$ cat src/rtl/ppbuf_ctrl.sv
// ppbuf_ctrl: sequencer for the interleaver's two-bank ping-pong bit buffer.
// The interleaver fills one bank in permuted order while the modulator drains
// the other in linear order through a 2-entry skid FIFO that sits behind the
// 1-cycle synchronous-read RAM.
// Optional build macro PPBUF_STATUS_EN adds blk_cnt (completed drains) and a
// sticky idx_err flag for out-of-range write indices, which are also kept out of the RAM.
//
// bank state | meaning
// EMPTY      | free for the writer
// FILLING    | writer has stored at least one bit of the block
// FULL       | all NCBPS bits written, no read issued yet
// DRAINING   | reads in progress, released on the NCBPS-th read issue
module ppbuf_ctrl #(
  parameter int NCBPS = 192,
  parameter int AW    = $clog2(NCBPS)
) (
  input  logic          clk,
  input  logic          resetN,
  input  logic          wr_valid,
  input  logic [AW-1:0] wr_index,
  input  logic          wr_data,
  output logic          wr_ready,
  output logic          mem_we,
  output logic          mem_wbank,
  output logic [AW-1:0] mem_waddr,
  output logic          mem_wdata,
  output logic          mem_re,
  output logic          mem_rbank,
  output logic [AW-1:0] mem_raddr,
  input  logic          mem_q,
  output logic          out_valid,
  output logic          out_data,
  input  logic          out_ready
`ifdef PPBUF_STATUS_EN
  ,
  output logic [15:0]   blk_cnt,
  output logic          idx_err
`endif
);

  typedef enum logic [1:0] {B_EMPTY, B_FILLING, B_FULL, B_DRAINING} bank_st_t;

  localparam logic [AW-1:0] LAST = AW'(NCBPS - 1);

  bank_st_t      bank_st     [2];
  bank_st_t      bank_st_nxt [2];
  logic          wbank, rbank;
  logic [AW-1:0] wcnt, rcnt;
  logic          inflight;
  logic [1:0]    fifo_occ;
  logic          fifo_mem [2];
  logic          fifo_rp, fifo_wp;

  logic          wr_acc, wr_last, rd_last, pop;
  logic          idx_bad;
  logic [1:0]    credit;

  // Bank state register plus the bookkeeping that moves with it
  always_ff @(posedge clk or negedge resetN) begin
    if (!resetN) begin
      bank_st[0] <= B_EMPTY;
      bank_st[1] <= B_EMPTY;
      wbank      <= 1'b0;
      rbank      <= 1'b0;
      wcnt       <= '0;
      rcnt       <= '0;
      inflight   <= 1'b0;
    end else begin
      bank_st[0] <= bank_st_nxt[0];
      bank_st[1] <= bank_st_nxt[1];
      inflight   <= mem_re;
      if (wr_acc) begin
        wcnt <= wr_last ? '0 : wcnt + 1'b1;
        if (wr_last) wbank <= ~wbank;
      end
      if (mem_re) begin
        rcnt <= rd_last ? '0 : rcnt + 1'b1;
        if (rd_last) rbank <= ~rbank;
      end
    end
  end

  // Next bank states; the writer and reader never own the same bank at once
  always_comb begin
    bank_st_nxt[0] = bank_st[0];
    bank_st_nxt[1] = bank_st[1];
    if (wr_acc) bank_st_nxt[wbank] = wr_last ? B_FULL : B_FILLING;
    if (mem_re) bank_st_nxt[rbank] = rd_last ? B_EMPTY : B_DRAINING;
  end

  // Handshakes and RAM strobes; read credit counts this cycle's pop so a
  // continuously ready consumer sees one bit per cycle
  always_comb begin
    wr_ready  = (bank_st[wbank] == B_EMPTY) || (bank_st[wbank] == B_FILLING);
    wr_acc    = wr_valid && wr_ready;
    wr_last   = wr_acc && (wcnt == LAST);
`ifdef PPBUF_STATUS_EN
    idx_bad   = {1'b0, wr_index} >= (AW+1)'(NCBPS);
`else
    idx_bad   = 1'b0;
`endif
    mem_we    = wr_acc && !idx_bad;
    mem_wbank = wbank;
    mem_waddr = wr_index;
    mem_wdata = wr_data;
    out_valid = (fifo_occ != 2'd0);
    out_data  = out_valid && fifo_mem[fifo_rp];
    pop       = out_valid && out_ready;
    credit    = fifo_occ + {1'b0, inflight} - {1'b0, pop};
    mem_re    = ((bank_st[rbank] == B_FULL) || (bank_st[rbank] == B_DRAINING)) &&
                (credit < 2'd2);
    mem_rbank = rbank;
    mem_raddr = rcnt;
    rd_last   = mem_re && (rcnt == LAST);
  end

  // Skid FIFO: RAM data lands one cycle after the read issue
  always_ff @(posedge clk or negedge resetN) begin
    if (!resetN) begin
      fifo_mem[0] <= 1'b0;
      fifo_mem[1] <= 1'b0;
      fifo_rp     <= 1'b0;
      fifo_wp     <= 1'b0;
      fifo_occ    <= 2'd0;
    end else begin
      if (inflight) begin
        fifo_mem[fifo_wp] <= mem_q;
        fifo_wp           <= ~fifo_wp;
      end
      if (pop) fifo_rp <= ~fifo_rp;
      fifo_occ <= fifo_occ + {1'b0, inflight} - {1'b0, pop};
    end
  end

`ifdef PPBUF_STATUS_EN
  // Drain counter and sticky index error flag
  always_ff @(posedge clk or negedge resetN) begin
    if (!resetN) begin
      blk_cnt <= 16'd0;
      idx_err <= 1'b0;
    end else begin
      if (rd_last) blk_cnt <= blk_cnt + 16'd1;
      if (wr_acc && idx_bad) idx_err <= 1'b1;
    end
  end
`endif

endmodule

$ cat config.mk
export PLATFORM = sky130hd
export DESIGN_NAME = ppbuf_ctrl
export DESIGN_NICKNAME = d
export VERILOG_FILES = /design/src/rtl/ppbuf_ctrl.sv
export SDC_FILE = /design/constraint.sdc
export NUM_CORES = 1
export LEC_CHECK = 0
export ABC_AREA = 0
export CORE_MARGIN = 2
export CORE_UTILIZATION = 44
export CTS_BUF_LIST = sky130_fd_sc_hd__clkbuf_8
export CTS_CLUSTER_DIAMETER = 100
export DETAILED_ROUTE_END_ITERATION = 8
export GPL_ROUTABILITY_DRIVEN = 0
export PLACE_DENSITY_LB_ADDON = 0.25
export SLEW_MARGIN = 25
export SYNTH_ARGS = -nofsm -noshare
export SYNTH_HDL_FRONTEND = slang
export SYNTH_SLANG_ARGS = --single-unit
$ cat constraint.sdc
create_clock -name clk -period 2.95 [get_ports clk]
set_clock_uncertainty 0.1 [all_clocks]
set_input_delay 0.885 -clock clk [delete_from_list [all_inputs] [get_ports clk]]
set_output_delay 0.885 -clock clk [all_outputs]
set_load 0.05 [all_outputs]
# Word-level counts from Yosys, hierarchy flattened
# Index checks and enable logic that the tools add are counted.
[totals]
memories = 0
inputBits = 14
output_inout_bits = 24
ff_bits = 29
mem_bits_ro = 0
ramBits = 0
wordCells = 76
latchBits = 0
[op_classes]
shift = 0
n_reduce_logical = 15
order_cmp = 8
multipliers = 0
n_mux = 24
eq_ne = 5
n_addsub = 4
n_div = 0
bitwise = 8
[op_table]
columns = ["operator", "count"]
rows = [
  ["$mux 2", 10],
  ["$add 8x1->8 const B", 2],
  ["$eq 8x8->1 const B", 2],
  ["$mux 8", 2],
  ["$logic_and 1x1->1", 9],
  ["$bwmux 4", 2],
  ["$ge 2x2->1 const B", 4],
  ["$mux 4", 2],
  ["$not 1->2", 4],
  ["$lt 2x1->1 const B", 3],
  ["$demux 2 s1", 2],
  ["$eq 2x2->1 const B", 2],
  ["$mux 1", 4],
  ["$not 1->1", 4],
  ["$reduce_and 2->1", 2],
  ["$add 2x1->2", 1],
  ["$bwmux 2", 1],
  ["$eq 2x1->1 const B", 1],
  ["$logic_not 2->1", 1],
  ["$logic_or 1x1->1", 2],
  ["$lt 2x2->1 const B", 1],
  ["$reduce_bool 2->1", 1],
  ["$sub 2x1->2", 1],
  ["$demux 1 s1", 1],
]

# Logic depth before layout (Yosys ltp)
[depth]
word_depth = 13
depth_mapped = 11
mapped_depth_nobuf = 10

# Worst setup path after synthesis
# OpenSTA, ideal clock, no wires.
[synth_timing]
path_type = "in2out"
from = "in out_ready"
to = "out mem_re"
slack_ps = -628
cell_stages = 6
arrival_time_ps = 2593
path_buffers = 0
cell_sequence = "and2_1 ha_1 inv_1 ha_1 xor3_2 nor2_1"
[synth_between]
elab_chain_cells = 4
[synth_lines]
columns = ["item", "line", "rtl"]
rows = [
  ["start: declaration", "33", "input logic out_ready"],
  ["$logic_and 1x1->1", "108", "pop = out_valid && out_ready;"],
  ["$sub 2x1->2", "109", "credit = fifo_occ + {1'b0, inflight} - {1'b0, pop};"],
  ["via credit[1]", "56", "logic [1:0] credit;"],
  ["$lt 2x2->1", "111", "(credit < 2'd2);"],
  ["$logic_and 1x1->1", "110", "mem_re = ((bank_st[rbank] == B_FULL) || (bank_st[rbank] == B_DRAINING)) &&"],
  ["end: declaration", "27", "output logic mem_re,"],
]
# The timed path passes the listed nets, and every way through them passes these cells.

# Final worst setup path
[layout_timing]
from = "in out_ready"
to = "out mem_re"
[layout_between]
elab_chain_cells = 4
[layout_lines]
columns = ["item", "line", "rtl"]
rows = [
  ["$logic_and 1x1->1", "108", ""],
  ["via pop", "54", "logic wr_acc, wr_last, rd_last, pop;"],
  ["$sub 2x1->2", "109", ""],
  ["via credit[1]", "56", ""],
  ["$lt 2x2->1", "111", ""],
  ["$logic_and 1x1->1", "110", ""],
]
# The timed path passes the listed nets, and every way through them passes these cells.

==> metrics.cfg <==
[setup_path]
r2r_slack_ns=0.21
cpMostUsedCell=ha_4
rr_worst_depth=11
cp-startpoint=out_ready
r2r-start=fifo_occ[0]$_DFF_PN0_
crit_required_ns=1.97
end_kind=output pin
crit_chain=buf_6 > and2_4 > ha_4 > inv_4 > ha_4 > xor3_2 > nor2_4 > buf_12
critPathMaxStageDelay_ns=0.26
worstSetupPathType=input pin to output pin
cp_slowest_cell=ha_4
cp.arrival_ns=2.09
crit_path_max_fanout=2
critPathLaunchType=input pin
r2r-end=mem_raddr[7]$_DFFE_PN0N_

[finish]
antenna_cells=0
syn_to_final_growth_pct=24.0
drive_gt1_frac=0.154
fillCellCount=276
fin_util=0.568
fin_nets=175
fin_cells=200

[yosys]
synthFlopType=dfrtp_1
synth-seq-cells=27
synth_cells=137
synth_edf_count=0
yosysSeqAreaShare=0.487
synthTopCellsByArea=dfrtp_1, buf_4, ha_1
syn-num-nets=155
synth.avg_cell_area_um2=10.1
netlist_area_mm2=0.00139
synth.distinct_cells=34
yosysWarnings=0
async_flop_share=1.00
yosysMostFrequentCell=dfrtp_1
synth_top_cell_area_share=0.487
yosysTopAreaCell=dfrtp_1
yosys-top-cells-count=dfrtp_1, nand2_1, inv_1

[power]
vdd_drop_max_mv=0.257
power_density_mw_per_mm2=611
leakage_nw=0.728

[die]
die_y_um=60.2
chipWidth_um=60.2
initial_core_util=0.458
die-area_mm2=0.00362
core_area_mm2=0.00303
io_pins=38
rows=20

[outcome]
violations=setup timing
status=finished, violations left

[timing]
clock.fmax_mhz=326
min_period_ns=3.07
finalHoldViolations=0
max-slew-margin-rel=0.623
finalMaxSlewViolations=0
rsz0062_at_grt=true
worst_pin_slew_ns=0.550
finalSetupViolCount=1
finalCritPeriodShare=1.04
finalWorstSetupSlack_ns=-0.121

[cts]
clk_pin_slew_ns=0.09
clock-sinks=27
htreeDepth=1
clockBufferDepth=2
postCtsHoldBufs=0
cts-root-buf=clkbuf_8
clk_latency_ns=0.27
cts_tree=built
cts_made_buffers=3

[grt]
antenna_found_initial=0
grt_max_degree=28
grt_pass1_vias=957
grt_pass1_wl_mm=4.14
grt_use_total=0.155
grt_remaining_overflow=0

[routing]
firstDrtPassIters=4
vias=1023
ant_nets=0
wl_per_cell_um=12.3
vias_per_cell=5.12
drtIter0Drc=27
wl_mm=2.46
drc_errors=0

[worst_hold_path]
worstHoldEndpoint=fifo_wp$_DFFE_PN0P_
hold_path_depth=1
worstHoldStart=fifo_wp$_DFFE_PN0P_
hp-class=flip-flop to flip-flop

[placed_design]
placed_cells=195
hpwl_mm=1.73
portBuffers=19

[run]
drv_cap=0

## report_power, final
part,internal (W),total [W],switching (W)
clock network,0.0000934,0.000208,0.000115
logic,0.000180,0.000368,0.000189
registers,0.000427,0.000474,0.0000475
## layout by cell type (no fill, tap or decap), drive strengths merged, types with 2 or more instances in the layout
master / n
and2: 3
xor2: 4
clkdlybuf4s50: 15
or4: 3
nand3: 7
ha: 4
o22ai: 2
nor2: 7
xnor2: 5
dfrtp: 27
o21ai: 8
mux2i: 4
nor3: 4
nor2b: 2
nand2: 13
and3: 2
inv: 11
a21oi: 6
clkbuf: 3
mux2: 2
or3: 3
buf: 10
## worst max-delay path by stage
stage | cells after the start | slack (ns) | endpoint
4_1_cts | 8 | -0.30 | mem_re
3_3_place_gp | 8 | -0.51 | mem_re
2_1_floorplan | 6 | -0.15 | mem_re
3_5_place_dp | 8 | -0.54 | mem_re
6_report | 8 | -0.12 | mem_re
5_1_grt | 8 | -0.16 | mem_re
## metrics by stage
stage                     total power (W)  setup slack [ns]  cell area (um^2)  TNS (ns)  hold slack, ns
after global routing              0.00112            -0.157              1720    -0.157           0.420
after global placement           0.000782            -0.508              1640     -2.56           0.376
after detailed placement         0.000793            -0.538              1640     -3.01           0.382
final                             0.00105            -0.121              1720    -0.121           0.392
after floorplan                  0.000722            -0.147              1410    -0.147           0.363
after CTS                         0.00104            -0.298              1720    -0.307           0.398
## routing by layer
| layer | routed length, um | global-route usage | vias up |
|---|---|---|---|
| met5 | 0 | 0 | - |
| met1 | 1230 | 0.206 | 486 |
| li1 | - | - | 501 |
| met3 | 114 | 0.0368 | 8 |
| met4 | 42 | 0.0730 | 0 |
| met2 | 1070 | 0.238 | 28 |
## worst max-delay path, delay by kind of cell
kind | cells | cell delay [ns]
and+or+nand+nor | 2 | 0.27
adders and majority gates | 2 | 0.40
buffers and inverters | 3 | 0.27
xor gates and xnor gates | 1 | 0.26
## timing repair
item,4_1_cts,5_1_grt
pin swaps,3,2
hold endpoints to repair,0,0
resized for setup,9,1
gates cloned,0,0
endpoints found under the setup margin,4,2
setup buffers,1,0
## final cells by class
| cell class | count | area, um^2 | area share |
|---|---|---|---|
| inverter | 10 | 40.0 | 0.0233 |
| clock buffer | 3 | 41.3 | 0.0240 |
| clock inverter | 1 | 3.75 | 0.00218 |
| sequential | 27 | 676 | 0.393 |
| tap | 44 | 55.1 | 0.0320 |
| timing repair buffer | 25 | 254 | 0.148 |
| multi-input combinational | 90 | 651 | 0.378 |
## cells by family (layout without fill, tap and decap cells)
kind of cell             after synthesis  after routing  synth area share
buffers and inverters                 20             39            0.0784
AND/OR/NAND/NOR                       49             49             0.188
AO/OA/AOI/OAI                         21             21            0.0902
adder cells (fa/ha/maj)                4              4            0.0361
multiplexers                           6              6            0.0451
XOR/XNOR                              10             10            0.0748
flip-flops                            27             27             0.487
## flip-flops by register name, indices dropped and copies added (netlist names)
signal,count
bank_st,2
fifo_mem,2
fifo_occ,2
fifo_rp,1
fifo_wp,1
inflight,1
mem_raddr,8
mem_rbank,1
mem_wbank,1
wcnt,8
Note: power is estimated with default switching activity, not from simulation.
